--- config.mk ---
export PLATFORM = sky130hd
export DESIGN_NAME = hilo_divider
export DESIGN_NICKNAME = d
export VERILOG_FILES = /design/src/rtl/hilo_divider.sv
export SDC_FILE = /design/constraint.sdc
export NUM_CORES = 1
export LEC_CHECK = 0
export BUFFER_PORTS_ARGS = -buffer_cell sky130_fd_sc_hd__buf_4
export CAP_MARGIN = 5
export CORE_UTILIZATION = 40
export CTS_CLUSTER_SIZE = 12
export DETAILED_ROUTE_END_ITERATION = 12
export PLACE_DENSITY = 0.67
export SKIP_LAST_GASP = 1
export SYNTH_ARGS = -nofsm -noshare
export SYNTH_HDL_FRONTEND = slang
export SYNTH_SLANG_ARGS = --single-unit
--- constraint.sdc ---
create_clock -name clock -period 4.5 [get_ports clock]
set_clock_uncertainty 0.05 [all_clocks]
set_input_delay 0.45 -clock clock [delete_from_list [all_inputs] [get_ports clock]]
set_output_delay 0.45 -clock clock [all_outputs]
set_load 0.1 [all_outputs]
--- src/rtl/hilo_divider.sv ---
// hilo_divider: iterative restoring divider that owns the HI/LO register pair.
// DIV/DIVU take WIDTH+1 cycles from the start edge, and MTHI/MTLO write directly.
// A write strobe during a division aborts it, and the write is applied instead.
module hilo_divider #(
  parameter int unsigned WIDTH = 32
) (
  input  logic             clock,
  input  logic             reset,
  input  logic             start,
  input  logic             is_signed,
  input  logic [WIDTH-1:0] dividend,
  input  logic [WIDTH-1:0] divisor,
  input  logic             write_hi,
  input  logic             write_lo,
  input  logic [WIDTH-1:0] write_data,
  output logic [WIDTH-1:0] hi,
  output logic [WIDTH-1:0] lo,
  output logic             busy,
  output logic             done,
  output logic             div_by_zero
);

  localparam int unsigned CW = $clog2(WIDTH + 1);
  localparam logic [CW-1:0] CNT_INIT = CW'(WIDTH);
  localparam logic [CW-1:0] CNT_ONE  = CW'(1);

  typedef enum logic [1:0] {
    IDLE,
    RUN,
    FINISH
  } state_t;

  state_t           state;
  logic [WIDTH-1:0] rem;
  logic [WIDTH-1:0] quo;
  logic [WIDTH-1:0] dvsr;
  logic [CW-1:0]    cnt;
  logic             neg_q;
  logic             neg_r;
  logic             dz;

  logic [WIDTH-1:0] dvd_mag;
  logic [WIDTH-1:0] dvs_mag;
  logic [WIDTH:0]   shifted;
  logic [WIDTH:0]   diff;
  logic             wr;

  // Operand magnitudes and the restoring trial subtraction for one step.
  always_comb begin
    dvd_mag = dividend;
    dvs_mag = divisor;
    if (is_signed && dividend[WIDTH-1]) dvd_mag = -dividend;
    if (is_signed && divisor[WIDTH-1])  dvs_mag = -divisor;
    shifted = {rem, quo[WIDTH-1]};
    diff    = shifted - {1'b0, dvsr};
    wr      = write_hi | write_lo;
  end

  // Control FSM, datapath, and the HI/LO registers.
  always_ff @(posedge clock or negedge reset) begin
    if (!reset) begin
      state       <= IDLE;
      hi          <= '0;
      lo          <= '0;
      busy        <= 1'b0;
      done        <= 1'b0;
      div_by_zero <= 1'b0;
      cnt         <= '0;
      rem         <= '0;
      quo         <= '0;
      dvsr        <= '0;
      neg_q       <= 1'b0;
      neg_r       <= 1'b0;
      dz          <= 1'b0;
    end else begin
      done        <= 1'b0;
      div_by_zero <= 1'b0;
      if (write_hi) hi <= write_data;
      if (write_lo) lo <= write_data;
      case (state)
        IDLE: begin
          if (start && !wr) begin
            busy <= 1'b1;
            if (divisor == '0) begin
              // Divide by zero bypasses RUN. The preset quotient and the raw
              // dividend in rem then fall through the normal FINISH write.
              state <= FINISH;
              rem   <= dividend;
              quo   <= '1;
              dvsr  <= '0;
              neg_q <= 1'b0;
              neg_r <= 1'b0;
              dz    <= 1'b1;
              cnt   <= '0;
            end else begin
              state <= RUN;
              rem   <= '0;
              quo   <= dvd_mag;
              dvsr  <= dvs_mag;
              neg_q <= is_signed & (dividend[WIDTH-1] ^ divisor[WIDTH-1]);
              neg_r <= is_signed & dividend[WIDTH-1];
              dz    <= 1'b0;
              cnt   <= CNT_INIT;
            end
          end
        end
        RUN: begin
          if (wr) begin
            state <= IDLE;
            busy  <= 1'b0;
            cnt   <= '0;
          end else begin
            if (!diff[WIDTH]) begin
              rem <= diff[WIDTH-1:0];
              quo <= {quo[WIDTH-2:0], 1'b1};
            end else begin
              rem <= shifted[WIDTH-1:0];
              quo <= {quo[WIDTH-2:0], 1'b0};
            end
            cnt <= cnt - CNT_ONE;
            if (cnt == CNT_ONE) state <= FINISH;
          end
        end
        FINISH: begin
          state <= IDLE;
          busy  <= 1'b0;
          if (!wr) begin
            lo          <= neg_q ? -quo : quo;
            hi          <= neg_r ? -rem : rem;
            done        <= 1'b1;
            div_by_zero <= dz;
          end
        end
        default: begin
          state <= IDLE;
          busy  <= 1'b0;
        end
      endcase
    end
  end

endmodule

==> results_dict.tcl, run 1 <==
set metrics [dict create \
    swShare_pct 45.1 \
    grt_antenna_before_repair 2 \
    clockRootBuffer "clkbuf_16" \
    grt-busiest-layer "met2" \
    cts_buffer_depth 2 \
    die_h_um 179 \
    r2r_end "rem[19]" \
    status "finished, final reports clean" \
    p_int_uw 3760 \
    htreeDepth 4 \
    p_comb_share_pct 45.8 \
    crit_path_max_incr_delay_ns 0.50 \
    period_needed_ns 3.94 \
    first_iter_violations 936 \
    crit_chain "inv_1 > ha_1 > fa_1 > nand2b_1 > a21oi_1 > o211ai_1 > o211a_2 > a211oi_2 > or3_1 > nand3_1 > a221oi_1 > a21oi_1" \
    area_growth_pct 17.6 \
    crit_path_end "rem[19]" \
    cp-start-kind "flip-flop" \
    met1_usage_pct 33.6 \
    period_share_pct 87.6 \
    grt_pass1_vias 10753 \
    die-area_um2 32000 \
    worst_skew_pair.late_latency_ns 0.44 \
    tightest_slew_ns 1.08 \
    postCtsSetupBuffers 0 \
    required_ns 4.72 \
    setup_slack_ns 0.559 \
    yosysMostFrequentCell "nand2_1" \
    syn_area_um2 12500 \
    yosysWarnings 0 \
    avgViaCountPerCell 5.65 \
    cp_slowest_cell "nand3_1" \
    drv_cap 0 \
    muxShareOfSynthArea_pct 5.00 \
    clkTransAtPathRegs_ns 0.08 \
    die_w_um 179 \
    criticalPathCategory "reg -> reg" \
    fin_area_um2 14700 \
    cts-hold-fix-buffers 0 \
    p_seq_share_pct 32.5 \
    fillCellCount 2954 \
    core_area_um2 30700 \
    cts.sink_count 174 \
    nNetsFinal 1787 \
    hp-class "in -> async" \
    grt_use_met2_pct 36.0 \
    pre_cts_ws_ns 0.611 \
    crit_arrival_ns 4.16 \
    synth_seq_cells 174 \
    grt_pass1_wl_um 58000 \
    wirelength_um 36700 \
    numCtsBuffers 17 \
    rrSetupSlack_ns 0.56 \
    grt_use_total_pct 23.2 \
    slew_headroom_pct 28.2 \
    use_met3_pct 3.24 \
    ys_top_cells_by_area "dfrtp_1 (35%), o21ai_0 (6.6%), xnor2_1 (6.5%)" \
    io_pins 169 \
    cpMostUsedCell "a21oi_1" \
    cp_max_fo 13 \
    ys_seq_area_share_pct 34.8 \
    synth_top_family_by_area "compound AO/OA/AOI/OAI gates" \
    syn_area_per_cell_um2 8.20 \
    drcViolationCount 0 \
    timing.fmax_mhz 254 \
    power.switching_uw 3090 \
    port_buffers 168 \
    gp_congestion 0.901 \
    syn-num-nets 1666 \
    timing.hold.ws_ns 0.0466 \
    synth_xor_area_share_pct 9.59 \
    rsz0062_at_grt "no" \
    cts-resized-gates 0 \
    power.total_uw 6850 \
    hpwl_um 27500 \
    maxSlewViolCount 0 \
    final_layout_size_suffix_gt1_share_pct 16.1 \
    ys_top_cells_by_count "nand2_1 (190), dfrtp_1 (174), o21ai_0 (166)" \
    tns_ns 0 \
    leakagePower_uw 0.00614 \
    synthSimpleGateAreaFrac_pct 19.1 \
    synth_edf_count 0 \
    placed_area_um2 14100 \
    vias 11620 \
    synth-compound-area-share_pct 23.3 \
    synthFlopType "dfrtp_1" \
    ir_drop_mv 0.345 \
    syn_inst 1525 \
    setup.worst_path.start "quo[31]" \
    async_reset_ff_share_pct 100 \
    p_per_area_nw_per_um2 465 \
    hold_viol 0 \
    wl_per_cell_um 17.9 \
    reg2reg_from "quo[31]" \
    clkPwrFrac_pct 21.7 \
    overflow 0 \
    end_kind "flip-flop" \
    reg2reg_depth 12 \
    first_pass_iters 5 \
    yosysTopAreaCell "dfrtp_1" \
    ys_types 78 \
    grt_max_degree 131 \
    ant_nets 0 \
    yosysTopAreaCellShare_pct 34.8 \
    num_rows 64 \
    setup_viol 0 \
    synthAdderAreaFrac_pct 3.96 \
    cts_tree "yes" \
    start_util_pct 40.8 \
]
==> power by group through the flow <==
stage	Sequential, uW	Clock [uW]	Combinational, uW
final	2230	1480	3140
after global routing	2270	1570	3440
after CTS	2210	1500	3120
after detailed placement	2240	0	3100
after global placement	2230	0	3070
after floorplan	2550	0	1930
==> per-layer routing <==
| layer | part of all wire, % | routed length (um) |
|---|---|---|
| met5 | 0.071 | 26 |
| met1 | 48 | 17700 |
| met2 | 44 | 16100 |
| met4 | 1.3 | 473 |
| met3 | 6.7 | 2450 |
==> metrics by stage <==
stage,utilization [%],cells
2_1_floorplan,-,1525
3_3_place_gp,46.1,2023
3_5_place_dp,46.1,2023
4_1_cts,48.0,2055
5_1_grt,48.0,2055
6_report,48.0,2056
==> worst min-delay path by stage <==
stage | endpoint | slack [ns] | cells after the start
after global routing | done | 0.14 | 1
after floorplan | busy | 0.10 | 0
after detailed placement | dz | 0.41 | 2
final | done | 0.05 | 1
after CTS | done | 0.12 | 1
after global placement | dz | 0.41 | 2
==> worst max-delay path: cells and delay by family (launching register included) <==
family	cells	cell delay [ns]
buffers and inverters	1	0.10
and+or+nand+nor	3	1.07
DFF	1	0.35
adders and majority gates	2	0.62
AOI/OAI and AO/OA	6	1.58
==> cells in the final DEF (no fill, tap or decap), drive strengths merged, types with 30 or more instances in the layout <==
master,Yosys,final
nand2,190,190
buf,8,190
dfrtp,174,174
o21ai,169,169
a21oi,133,133
nor2,111,111
xnor2,93,93
inv,53,62
mux2i,58,58
xor2,44,44
ha,38,38
nand3,38,38
nor3,31,31
o31ai,30,30
==> state kept, by name (all words and copies together) (netlist names) <==
register / flops
dvsr: 32
hi: 32
lo: 32
quo: 32
rem: 32
cnt: 6
state: 2
busy: 1
div_by_zero: 1
done: 1
dz: 1
neg_q: 1
neg_r: 1
==> cell families (layout without fill, tap and decap cells) <==
group	Yosys count	after routing
adder cells (fa/ha/maj)	39	39
flip-flops	174	174
buffers and inverters	141	275
multiplexers	62	62
other	0	1
AO/OA/AOI/OAI	478	478
AND/OR/NAND/NOR	494	494
XOR/XNOR	137	137
==> cell type report <==
class	instances	area (um2)	area share [%]
inverter	53	199	1.35
multi-input combinational	1210	7640	51.9
clock inverter	15	145	0.986
timing repair buffer	190	1460	9.89
sequential	174	4350	29.6
tap	396	495	3.37
antenna	1	2.50	0.0170
clock buffer	17	425	2.89
Power figures use the tool's default switching activity.
==> run 2, diff against run 1 <==
--- a/config.mk
+++ b/config.mk
@@ -7,10 +7,13 @@
 export LEC_CHECK = 0
 export BUFFER_PORTS_ARGS = -buffer_cell sky130_fd_sc_hd__buf_4
 export CAP_MARGIN = 5
-export CORE_UTILIZATION = 40
+export CELL_PAD_IN_SITES_DETAIL_PLACEMENT = 2
+export CELL_PAD_IN_SITES_GLOBAL_PLACEMENT = 2
+export CORE_UTILIZATION = 36
+export CTS_BUF_LIST = sky130_fd_sc_hd__clkbuf_4
 export CTS_CLUSTER_SIZE = 12
 export DETAILED_ROUTE_END_ITERATION = 12
-export PLACE_DENSITY = 0.67
+export PLACE_DENSITY = 0.91
 export SKIP_LAST_GASP = 1
 export SYNTH_ARGS = -nofsm -noshare
 export SYNTH_HDL_FRONTEND = slang
==> results_dict.tcl, run 2 (synthesized netlist as in run 1, its figures left out) <==
set metrics [dict create \
    num_rows 67 \
    cp-start-kind "flip-flop" \
    p_comb_share_pct 50.4 \
    avgViaCountPerCell 5.84 \
    cp_max_fo 13 \
    tightest_slew_ns 1.15 \
    wl_per_cell_um 22.6 \
    placed_area_um2 14200 \
    hold_start "divisor[11]" \
    required_ns 4.95 \
    cp_slowest_cell "nand3_1" \
    start_util_pct 36.9 \
    drcViolationCount 0 \
    criticalPathCategory "reg -> reg" \
    crit_chain "inv_1 > ha_1 > fa_1 > nand2b_1 > a21oi_1 > o211ai_1 > o211a_2 > a211oi_2 > or3_1 > nand3_1 > a221oi_1 > a21oi_1" \
    fillCellCount 3835 \
    rsz0062_at_grt "no" \
    swShare_pct 48.6 \
    die-area_um2 35500 \
    multi_input_area_um2 7640 \
    period_share_pct 92.2 \
    final_layout_size_suffix_gt1_share_pct 16.1 \
    clkTransAtPathRegs_ns 0.17 \
    critPathBufInv 1 \
    layout_commonest_cell "nand2_1" \
    port_buffers 168 \
    tns_ns 0 \
    layout_common_cells "nand2_1 (189), buf_4 (188), dfrtp_1 (174)" \
    grt_use_total_pct 27.4 \
    ant_nets 0 \
    die_w_um 188 \
    p_per_area_nw_per_um2 458 \
    core_area_um2 33900 \
    drv_cap 0 \
    area_growth_pct 16.2 \
    period_needed_ns 4.15 \
    slew_headroom_pct 23.5 \
    final-seq-area_um2 4350 \
    hp-class "in -> reg" \
    status "finished, final reports clean" \
    crit_arrival_ns 4.60 \
    gp_congestion 0.877 \
    cts_buffer_depth 2 \
    cp_top_family "compound AO/OA/AOI/OAI gates" \
    rrSetupSlack_ns 0.35 \
    setup_viol 0 \
    clkPwrFrac_pct 15.6 \
    reg2reg_from "quo[31]" \
    die_h_um 188 \
    wl_met1_um 21100 \
    r2r_end "rem[19]" \
    clockRootBuffer "clkbuf_4" \
    highest_layer "met5" \
    timing.fmax_mhz 241 \
    ir_drop_mv 0.194 \
    worst_skew_pair.late_latency_ns 0.64 \
    fin_area_um2 14500 \
    nNetsFinal 1789 \
    grt_antenna_before_repair 2 \
    crit_path_max_incr_delay_ns 0.56 \
    power.switching_uw 3240 \
    cts.sink_count 174 \
    cts-resized-gates 0 \
    leakagePower_uw 0.00604 \
    dr_wl_met3_um 1880 \
    grt_pass1_wl_um 76800 \
    reg2reg_depth 12 \
    min_to "dvsr[11]" \
    numCtsBuffers 17 \
    p_int_uw 3430 \
    min_path_cells 3 \
    first_iter_violations 739 \
    first_pass_iters 5 \
    end_kind "flip-flop" \
    p_seq_share_pct 34.0 \
    io_pins 169 \
    grt_pass1_vias 13425 \
    maxSlewViolCount 0 \
    route.met2.wl_um 23400 \
    hold_viol 0 \
    grt_max_degree 131 \
    htreeDepth 4 \
    wirelength_um 47600 \
    hpwl_um 36600 \
    cpMostUsedCell "a21oi_1" \
    cts_tree "yes" \
    vias 12316 \
    overflow 0 \
]
-- run 2: changes by cell type in the layout (fill, tap and decap cells not counted), sizes merged --
cell,delta
buf,+1
dlygate4sd3,+1
clkinvlp,-1
bufinv,+3
clkinv,-1
clkbuf,+1
inv,-2
-- run 2: tightest hold or removal path: cells and delay by family --
kind | cells | cell delay [ns]
XOR/XNOR | 1 | 0.12
buffers and inverters | 1 | 0.09
AO/OA/AOI/OAI | 1 | 0.07
-- run 2: power by group through the flow --
stage | clock [uW] | combinational [uW] | sequential [uW]
after floorplan | 0 | 1930 | 2550
after global placement | 0 | 3110 | 2230
after detailed placement | 0 | 3300 | 2280
after CTS | 1060 | 3350 | 2250
after global routing | 1110 | 3640 | 2300
final | 1040 | 3360 | 2270
-- run 2: layer usage --
metal	global-route usage (%)	vias up
li1	-	5682
met2	47.3	326
met5	0	-
met1	35.6	6235
met4	8.47	2
met3	3.28	71
-- run 2: repair_timing --
| action | 4_1_cts | 5_1_grt |
|---|---|---|
| hold buffers | 1 | 0 |
| hold endpoints to repair | 103 | 0 |
| buffers inserted | 0 | 0 |
| setup endpoints to repair | 0 | 0 |
-- run 2: per-stage QoR --
| step | hold WS, ns | util (%) | cells | worst slack [ns] | power, uW |
|---|---|---|---|---|---|
| 6_report | 0.0522 | 42.9 | 2110 | 0.352 | 6660 |
| 2_1_floorplan | 0.104 | - | 1525 | 1.41 | 4480 |
| 3_3_place_gp | 0.411 | 42.0 | 2076 | 0.610 | 5340 |
| 5_1_grt | 0.0371 | 42.9 | 2110 | 0.0904 | 7040 |
| 3_5_place_dp | 0.421 | 42.0 | 2076 | 0.533 | 5580 |
| 4_1_cts | 0.0217 | 42.9 | 2109 | 0.423 | 6660 |
-- run 2: how the worst max path moves through the flow --
| stage | startpoint | endpoint | slack, ns | depth (start not counted) |
|---|---|---|---|---|
| final | quo[31] | rem[19] | 0.35 | 12 |
| after global placement | quo[31] | rem[19] | 0.61 | 12 |
| after detailed placement | quo[31] | rem[23] | 0.53 | 12 |
| after global routing | quo[31] | rem[31] | 0.09 | 12 |
| after CTS | quo[31] | rem[19] | 0.42 | 12 |
| after floorplan | quo[31] | rem[31] | 1.41 | 13 |
-- run 2: layout make-up --
cell class                      count  share of cell area [%]
Multi-Input combinational cell   1210                    52.6
Inverter                           53                    1.37
Tap cell                          448                    3.85
Clock inverter                     14                    1.21
Sequential cell                   174                    29.9
Antenna cell                        1                  0.0172
Clock buffer                       18                   0.929
Timing Repair Buffer              192                    10.1
